**src/rtl/i2s_pkg.sv**
```systemverilog
// Shared types and constants for the I2S source arbiter.
// The optional internal test source is enabled with the I2S_TEST_SRC_EN macro.
package i2s_pkg;

    localparam int PCM_W = 24;

    localparam logic [PCM_W-1:0] TEST_PAT_A = 24'h666AAA;
    localparam logic [PCM_W-1:0] TEST_PAT_B = 24'h555999;

    typedef enum logic [1:0] {
        IDLE     = 2'd0,
        FADE_IN  = 2'd1,
        RUN      = 2'd2,
        FADE_OUT = 2'd3
    } arb_state_t;

endpackage

```
**src/rtl/i2s_gain_stage.sv**
```systemverilog
// Two-stage signed sample x unsigned gain multiply, followed by a floor shift by GAIN_W.
// flush drops both pipeline stages and clears the output.
module i2s_gain_stage #(
    parameter int DATA_W = 24,
    parameter int GAIN_W = 8
) (
    input  logic              clk,
    input  logic              flush,
    input  logic              in_valid,
    input  logic [DATA_W-1:0] sample,
    input  logic [GAIN_W:0]   gain,
    output logic [DATA_W-1:0] out_data,
    output logic              out_valid
);

    // Gain never exceeds 2**GAIN_W, so DATA_W+GAIN_W signed bits hold every product.
    localparam int PROD_W = DATA_W + GAIN_W;

    logic signed [PROD_W-1:0] sample_ext;
    logic signed [PROD_W-1:0] gain_ext;
    logic signed [PROD_W-1:0] prod;
    logic                     prod_valid;
    logic                     unused_prod_low;

    assign sample_ext = {{GAIN_W{sample[DATA_W-1]}}, sample};
    assign gain_ext   = {{(DATA_W-1){1'b0}}, gain};

    always_ff @(posedge clk) begin
        if (flush) begin
            prod       <= '0;
            prod_valid <= 1'b0;
            out_data   <= '0;
            out_valid  <= 1'b0;
        end else begin
            prod_valid <= in_valid;
            if (in_valid) begin
                prod <= sample_ext * gain_ext;
            end
            out_valid <= prod_valid;
            // Taking the upper DATA_W bits is an arithmetic shift right by GAIN_W (floor).
            if (prod_valid) begin
                out_data <= prod[GAIN_W +: DATA_W];
            end
        end
    end

    assign unused_prod_low = ^prod[GAIN_W-1:0];

endmodule

```
**src/rtl/i2s_source_arbiter.sv**
```systemverilog
// Click-free selector of one stereo PCM source feeding the I2S converter FIFO write ports.
// Defining I2S_TEST_SRC_EN adds an always-valid test-pattern source at index NUM_SRC.
module i2s_source_arbiter
    import i2s_pkg::*;
#(
    parameter int DATA_W    = 24,
    parameter int NUM_SRC   = 2,
    parameter int GAIN_W    = 8,
    parameter int GAIN_STEP = 4
) (
    input  logic                      clk,
    input  logic                      rst,
    input  logic                      audio_en,
    input  logic [1:0]                src_sel,
    input  logic [NUM_SRC-1:0]        src_valid,
    input  logic [NUM_SRC*DATA_W-1:0] src_l,
    input  logic [NUM_SRC*DATA_W-1:0] src_r,
    output logic [NUM_SRC-1:0]        src_ready,
    input  logic                      fifo_full,
    output logic [DATA_W-1:0]         l_data,
    output logic [DATA_W-1:0]         r_data,
    output logic                      l_data_en,
    output logic                      r_data_en,
    output logic [1:0]                cur_src,
    output logic                      fading,
    output logic [1:0]                fsm_state
);

    localparam logic [GAIN_W:0] UNITY = {1'b1, {GAIN_W{1'b0}}};
    localparam logic [GAIN_W:0] STEP  = (GAIN_W+1)'(GAIN_STEP);

    arb_state_t        state;
    arb_state_t        state_next;
    logic [1:0]        src_next;
    logic [GAIN_W:0]   gain;
    logic [GAIN_W:0]   gain_next;
    logic              flush;
    logic              active;
    logic              accept;
    logic              sel_valid;
    logic [DATA_W-1:0] sel_l;
    logic [DATA_W-1:0] sel_r;
`ifdef I2S_TEST_SRC_EN
    logic              test_phase;
`endif

    assign flush  = rst | ~audio_en;
    assign active = (state != IDLE) & ~flush;
    assign accept = active & sel_valid & ~fifo_full;

    // Indices with no backing source read as never valid, i.e. permanently starved.
    always_comb begin
        sel_valid = 1'b0;
        sel_l     = '0;
        sel_r     = '0;
        for (int i = 0; i < NUM_SRC; i++) begin
            if (cur_src == 2'(i)) begin
                sel_valid = src_valid[i];
                sel_l     = src_l[i*DATA_W +: DATA_W];
                sel_r     = src_r[i*DATA_W +: DATA_W];
            end
        end
`ifdef I2S_TEST_SRC_EN
        if (cur_src == 2'(NUM_SRC)) begin
            sel_valid = 1'b1;
            sel_l     = test_phase ? DATA_W'(TEST_PAT_B) : DATA_W'(TEST_PAT_A);
            sel_r     = test_phase ? DATA_W'(TEST_PAT_A) : DATA_W'(TEST_PAT_B);
        end
`endif
    end

    // Unselected sources are sunk so upstream producers never stall.
    always_comb begin
        src_ready = '0;
        for (int i = 0; i < NUM_SRC; i++) begin
            src_ready[i] = (cur_src == 2'(i)) ? accept : (src_valid[i] & active);
        end
    end

    always_comb begin
        gain_next = gain;
        if (accept) begin
            case (state)
                FADE_IN:  gain_next = (gain >= UNITY - STEP) ? UNITY : gain + STEP;
                FADE_OUT: gain_next = (gain <= STEP) ? '0 : gain - STEP;
                default:  gain_next = gain;
            endcase
        end
    end

    always_comb begin
        state_next = state;
        src_next   = cur_src;
        case (state)
            IDLE: begin
                if (audio_en) state_next = FADE_IN;
            end
            FADE_IN: begin
                if (src_sel != cur_src)      state_next = FADE_OUT;
                else if (gain_next == UNITY) state_next = RUN;
            end
            RUN: begin
                if (src_sel != cur_src) state_next = FADE_OUT;
            end
            FADE_OUT: begin
                // An already-silent (e.g. starved) source switches without waiting for samples.
                if (gain_next == '0) begin
                    state_next = FADE_IN;
                    src_next   = src_sel;
                end
            end
            default: state_next = IDLE;
        endcase
    end

    always_ff @(posedge clk) begin
        if (flush) begin
            state   <= IDLE;
            gain    <= '0;
            cur_src <= src_sel;
        end else begin
            state   <= state_next;
            gain    <= gain_next;
            cur_src <= src_next;
        end
    end

`ifdef I2S_TEST_SRC_EN
    always_ff @(posedge clk) begin
        if (flush) begin
            test_phase <= 1'b0;
        end else if (accept && cur_src == 2'(NUM_SRC)) begin
            test_phase <= ~test_phase;
        end
    end
`endif

    i2s_gain_stage #(
        .DATA_W (DATA_W),
        .GAIN_W (GAIN_W)
    ) u_gain_l (
        .clk       (clk),
        .flush     (flush),
        .in_valid  (accept),
        .sample    (sel_l),
        .gain      (gain),
        .out_data  (l_data),
        .out_valid (l_data_en)
    );

    i2s_gain_stage #(
        .DATA_W (DATA_W),
        .GAIN_W (GAIN_W)
    ) u_gain_r (
        .clk       (clk),
        .flush     (flush),
        .in_valid  (accept),
        .sample    (sel_r),
        .gain      (gain),
        .out_data  (r_data),
        .out_valid (r_data_en)
    );

    assign fading    = (state == FADE_IN) || (state == FADE_OUT);
    assign fsm_state = state;

endmodule

```
**config.mk**
```make
export PLATFORM = sky130hd
export DESIGN_NAME = i2s_source_arbiter
export DESIGN_NICKNAME = d
export VERILOG_FILES = /design/src/rtl/i2s_pkg.sv /design/src/rtl/i2s_gain_stage.sv /design/src/rtl/i2s_source_arbiter.sv
export SDC_FILE = /design/constraint.sdc
export NUM_CORES = 1
export LEC_CHECK = 0
export ABC_AREA = 1
export CAP_MARGIN = 20
export CORE_MARGIN = 2
export CORE_UTILIZATION = 40
export CTS_CLUSTER_DIAMETER = 200
export DETAILED_ROUTE_END_ITERATION = 16
export SYNTH_ARGS = -nofsm -noshare
export SYNTH_HDL_FRONTEND = slang
export SYNTH_HIERARCHICAL = 1
export SYNTH_SLANG_ARGS = --single-unit
```
**constraint.sdc**
```tcl
create_clock -name clk -period 16.12 [get_ports clk]
set_input_delay 1.612 -clock clk [delete_from_list [all_inputs] [get_ports clk]]
set_output_delay 1.612 -clock clk [all_outputs]
set_load 0.005 [all_outputs]
```
* Yosys cells after proc, flatten, opt, wreduce, memory -nomap -nowiden
Cells that the tools add are included.
Operators by class: multiplexer cells 21, shift operators 0, order comparisons 2, equal/unequal tests 10, $mul 2, bitwise operators 9, $add $sub $neg 2, reduce and logical (&&, ||, !) cells 9, divide/modulo/power cells 0
Operators by type and width (count):
- 24-bit 2-to-1 mux | 4
- 24-bit by 10-bit multiplier with 32-bit output | 2
- 9-bit 2-to-1 mux | 3
- 9-bit case mux with 2 select lines | 1
- 2-bit 2-to-1 mux | 8
- 9-bit by 3-bit adder with 9-bit output, second input constant | 1
- 9-bit equality test, second input constant | 1
- 9-bit by 8-bit greater-or-equal comparator with 1-bit output, second input constant | 1
- 9-bit by 3-bit <= comparator with 1-bit output, second input constant | 1
- 9-bit logical NOT | 1
- 9-bit by 3-bit subtractor with 9-bit output, second input constant | 1
- 2-bit case mux with 4 select lines | 1
- 2-bit inequality test, second input constant | 3
- 2-bit nonzero test | 3
- 1-bit bitwise AND | 5
- 2-bit by 1-bit equality test with 1-bit output, second input constant | 2
- 2-bit equality test, second input constant | 2
- 2-bit logical NOT | 2
- 1-bit 2-to-1 mux | 4
- 4-bit AND reduction | 1
- 3-bit inequality test, second input constant | 1
- 1-bit NOT | 3
- 2-bit inequality test | 1
- 2-bit AND reduction | 1
- other kinds (2) | 2
Storage, ports and cells: ROM bits 0, memories 0, bits in writable memories 0, bits in latches 0, bits of input ports 104, register bits 127

* Longest topological paths before layout
depth after elaboration 11, mapped depth 30, gate-level depth less buffers 27

* Cells and area by module
Netlist, hierarchy kept.
By module, submodules not included:
- i2s_gain_stage at u_gain_l | area each 9937.0 µm², instances 1, cells each 1449
- i2s_gain_stage at u_gain_r | area each 9920.8 µm², instances 1, cells each 1450
- i2s_source_arbiter | area each 1850.5 µm², instances 1, cells each 343

* Worst setup path after synthesis
No wires, ideal clock.
kind input-to-reg, from input port src_l[47], to register u_gain_l.prod[31], data arrival time 6.080 ns, setup time 0.109 ns, setup slack 9.931 ns, stages on the path 27, buffers on the path 1, cell sequence nand3_1 -> nand2_1 -> buf_2 -> nand2_1 -> fa_1 -> inv_1 -> fa_1 -> inv_1 -> fa_1 -> inv_1 -> fa_1 -> inv_1 -> fa_1 -> inv_1 -> ha_1 -> nand2_1 -> inv_1 -> nand2_1 -> o21ai_0 -> nor2_1 -> nand2_1 -> a21oi_1 -> nand2_1 -> nand2_1 -> nand3_1 -> nand2_1 -> inv_1
Between the ends: word-level cells in the longest chain between the ends 2
RTL lines:
- start: declaration | RTL line i2s_source_arbiter.sv:16 | input logic [NUM_SRC*DATA_W-1:0] src_l,
- 24-bit 2-to-1 mux | RTL line i2s_source_arbiter.sv:57 | if (cur_src == 2'(i)) begin
- net sel_l[23] | RTL line i2s_source_arbiter.sv:41 | logic [DATA_W-1:0] sel_l;
- 24-bit by 10-bit multiplier with 32-bit output | RTL line i2s_gain_stage.sv:37 | prod <= sample_ext * gain_ext;
- end signal: assignment | RTL line i2s_gain_stage.sv:37
- end: declaration | RTL line i2s_gain_stage.sv:21 | logic signed [PROD_W-1:0] prod;
The timed path passes the listed nets, and every way through them passes these cells. A chain may end at the register's enable or synchronous reset.

* Final worst setup path
from input port src_l[47], to register u_gain_l.prod[29]
The elaborated chain is that of the path after synthesis.

==> impl_metrics.csv <==
group,metric,value,unit
power,combPwrFrac,11.9,%
setup_path,cp-start-kind,"input pin",
power,power.leakage,0.01480,uW
route,drt_wl_total,57.19,mm
timing,hold_viol,0,
timing,min_period,6.754,ns
placed_design,placed_cells,3974,
yosys,synth_seq_area_share,10.51,%
yosys,yosysWarnings,6,
clock_tree,cts_hold_buffers,0,
route,firstDrtPassIters,5,
clock_tree,cts.path.max_buffers,2,
power,sw_frac_of_total,26.48,%
finish,fin_util,45.33,%
floorplanning,die-width,237.0,microns
finish,nNetsFinal,3880,
clock_tree,numCtsBuffers,17,
floorplanning,num_io_pins,161,
job,cap_violations,0,
clock_tree,postCtsResizedCells,0,
yosys,syn_area_per_cell,6.696,sq um
setup_path,critPathMaxFanout,9,
setup_path,cp.required,16.46,ns
power,p_clk_share,51.5,%
finish,drive_gt1_share,3.293,%
power,powerDensity,31.74,nW/um^2
yosys,ys_ff_latch,113,
clock_tree,insertion_delay,0.45,ns
timing,setup_viol_count_final,0,
timing,fin_worst_skew,0.02068,ns
setup_path,path_class,"in2reg",
finish,syn2layout_area_growth,12.14,%
global_routing,antenna_found_initial,0,
timing,slew_viol_final,0,
power,p_sw,204.6,uW
floorplanning,num_rows,85,
floorplanning,coreArea,53710,sq um
power,p_int,568.0,uW
route,drcViolationCount,0,
route,drt-wirelength-per-cell,14.28,microns
global_routing,grt_pass1_vias,19780,
global_routing,grt_max_degree,88,
setup_path,r2r_slack,9.57,ns
status,outcome,"finished clean",
floorplanning,initial_core_util,40.42,%
min_path,hold_path_class,"reg2reg",
clock_tree,cts_sinks,113,
route,vias_per_cell,4.674,
power,vdd_drop_max,0.05216,mV
timing,fmax,148.1,MHz
yosys,yosysUniqueCellTypes,43,
timing,fin_tns_setup,0,ns
yosys,syn-num-nets,3825,
clock_tree,htree_levels,4,
timing,tightest_slew,1.090,ns
timing,hold_slack,0.4692,ns
clock_tree,cts-root-buf,"clkbuf_16",
floorplanning,die_area,56150,sq um
power,p_seq_share,36.5,%
global_routing,grt_overflow,0,
clock_tree,cts_tree,"done",
yosys,syn_area,21710,sq um
clock_tree,clkTransAtPathRegs,0.06,ns
placed_design,dp_hpwl,45.74,mm
finish,diodes,0,
route,drt_iter0_drc,801,
timing,relSlewSlack,27.34,%
floorplanning,die_h,237.0,microns
setup_path,crit_path_end_kind,"register",
timing,final.period_utilization,41.90,%
setup_path,crit_arrival,7.09,ns
yosys,synth_cells,3242,
global_routing,grt_pass1_wl,97.22,mm
placed_design,gp_congestion,0.8972,
route,num_vias,18720,
timing,rsz0062_at_grt,"no",
global_routing,grt_usage,21.51,%
finish,fin_cells,4006,
clock_tree,cts_setup_buffers,0,
route,drtAntennaViolNets,0,
placed_design,numPortBuffers,160,
[synthesized netlist by cell type]
master    instances  area (sq um)
a21boi_1          1         7.510
a21boi_2          4         45.04
a21oi_1          81         405.4
a21oi_2           4         35.03
a31oi_1           3         18.77
and2_0            2         12.51
and2_1            1         6.260
buf_1            12         45.04
buf_2             3         15.01
buf_4             3         22.52
buf_6             2         22.52
clkbuf_1        114         427.9
clkinv_1          2         7.510
clkinv_4          1         8.760
dfxtp_1         111          2222
edfxtp_1          2         60.06
fa_1            340          6807
ha_1            139          1739
inv_1           822          3085
inv_2            13         48.80
nand2_1         977          3667
nand2_2          19         118.9
nand3_1         145         725.7
nand3_2           1         10.01
nand3_4           1         17.52
nand3b_1          2         15.01
nand4_1          12         75.07
nand4_2           1         12.51
nor2_1          250         938.4
nor2_2            8         50.05
nor2_4            1         11.26
nor2_8            1         20.02
nor3_1           11         55.05
nor3_2            5         50.05
nor3b_1           2         15.01
nor3b_2           1         12.51
nor4_1            2         12.51
o211ai_1          3         22.52
o21ai_0          93         465.5
o21ai_1           6         30.03
o21bai_1         14         105.1
xnor2_1           9         78.83
xor2_1           18         157.7
[metrics by stage]
stage | instance area [sq um] | setup WS, ns | total power [uW]
6_report | 24340 | 9.366 | 772.7
2_1_floorplan | 21710 | 9.931 | 334.1
4_1_cts | 24340 | 9.351 | 784.3
5_1_grt | 24340 | 8.885 | 801.6
3_3_place_gp | 23740 | 8.940 | 381.6
3_5_place_dp | 23740 | 8.889 | 381.6
[critical path, stage by stage]
cell and delay [ns]:
clkdlybuf4s50_1 0.45, nand3_1 0.16, nand2_1 0.37, nand2_1 0.20, fa_1 0.67, inv_1 0.15
fa_1 0.55, inv_1 0.05, fa_1 0.46, fa_1 0.51, fa_1 0.51, inv_1 0.05
ha_1 0.38, nand2_1 0.12, nor2_1 0.15, nand2_1 0.09, nor3_1 0.14, nand2_1 0.12
nand3_1 0.10, nand3_1 0.10, nand2_1 0.10, inv_1 0.04
[power groups by stage]
stage          clock network, uW  logic (uW)  registers, uW
2_1_floorplan                  0        45.9            288
3_3_place_gp                   0        93.3            288
3_5_place_dp                   0        93.3            288
4_1_cts                      408        93.6            282
5_1_grt                      420        99.8            282
6_report                     398        92.3            282
[state kept, by name, indices dropped and copies added (netlist names)]
name                 cells
u_gain_r/prod_valid      1
u_gain_l/prod           24
u_gain_r/prod           24
u_gain_l/out_data       24
fsm_state                2
cur_src                  2
u_gain_l/out_valid       1
gain                     9
u_gain_r/out_data       24
u_gain_r/out_valid       1
u_gain_l/prod_valid      1
[cells in the final DEF, fill, tap and decap left out, types with 8 or more instances in the layout]
cell type,count
nor3_1,11
o21bai_1,14
buf_4,10
ha_1,139
dfxtp_1,102
inv_1,822
a21oi_1,81
o21ai_0,93
dfxtp_2,9
xnor2_1,9
nand4_1,12
nand2_1,976
clkdlybuf4s50_1,160
nand3_1,145
nor2_2,8
clkbuf_16,17
inv_2,13
nor2_1,250
xor2_1,18
nand2_2,20
fa_1,340
[routing by layer]
layer	GRT usage, %	vias to the layer above	wire (microns)
met3	2.262	80	1335
met2	42.37	248	30760
met5	0	-	0
li1	-	9468	-
met1	23.82	8927	23420
met4	7.096	0	1663
[cell type report]
type	count	area (sq um)
Inverter	838	3151
Clock buffer	23	478.0
Timing Repair Buffer	170	1677
Sequential cell	113	2293
Clock inverter	9	128.9
Multi-Input combinational cell	2157	15750
Fill cell	5612	29360
Tap cell	696	870.8
[cell families after synthesis]
kind of cell    synth area share [%]
compound gates                 5.228
xor+xnor                       1.089
fa+ha+maj                      39.37
buf+inv                        16.97
flops                          10.51
simple gates                   26.84
[path summary, 6_finish.rpt]
path,from,to,cells after the start
max,src_l[47],u_gain_l/prod[29],22
min,u_gain_l/prod[27],u_gain_l/out_data[19],2
min reg2reg,u_gain_l/prod[27],u_gain_l/out_data[19],2
max reg2reg,cur_src[0],u_gain_r/prod[30],26
Note: power is estimated with default switching activity, not from simulation.
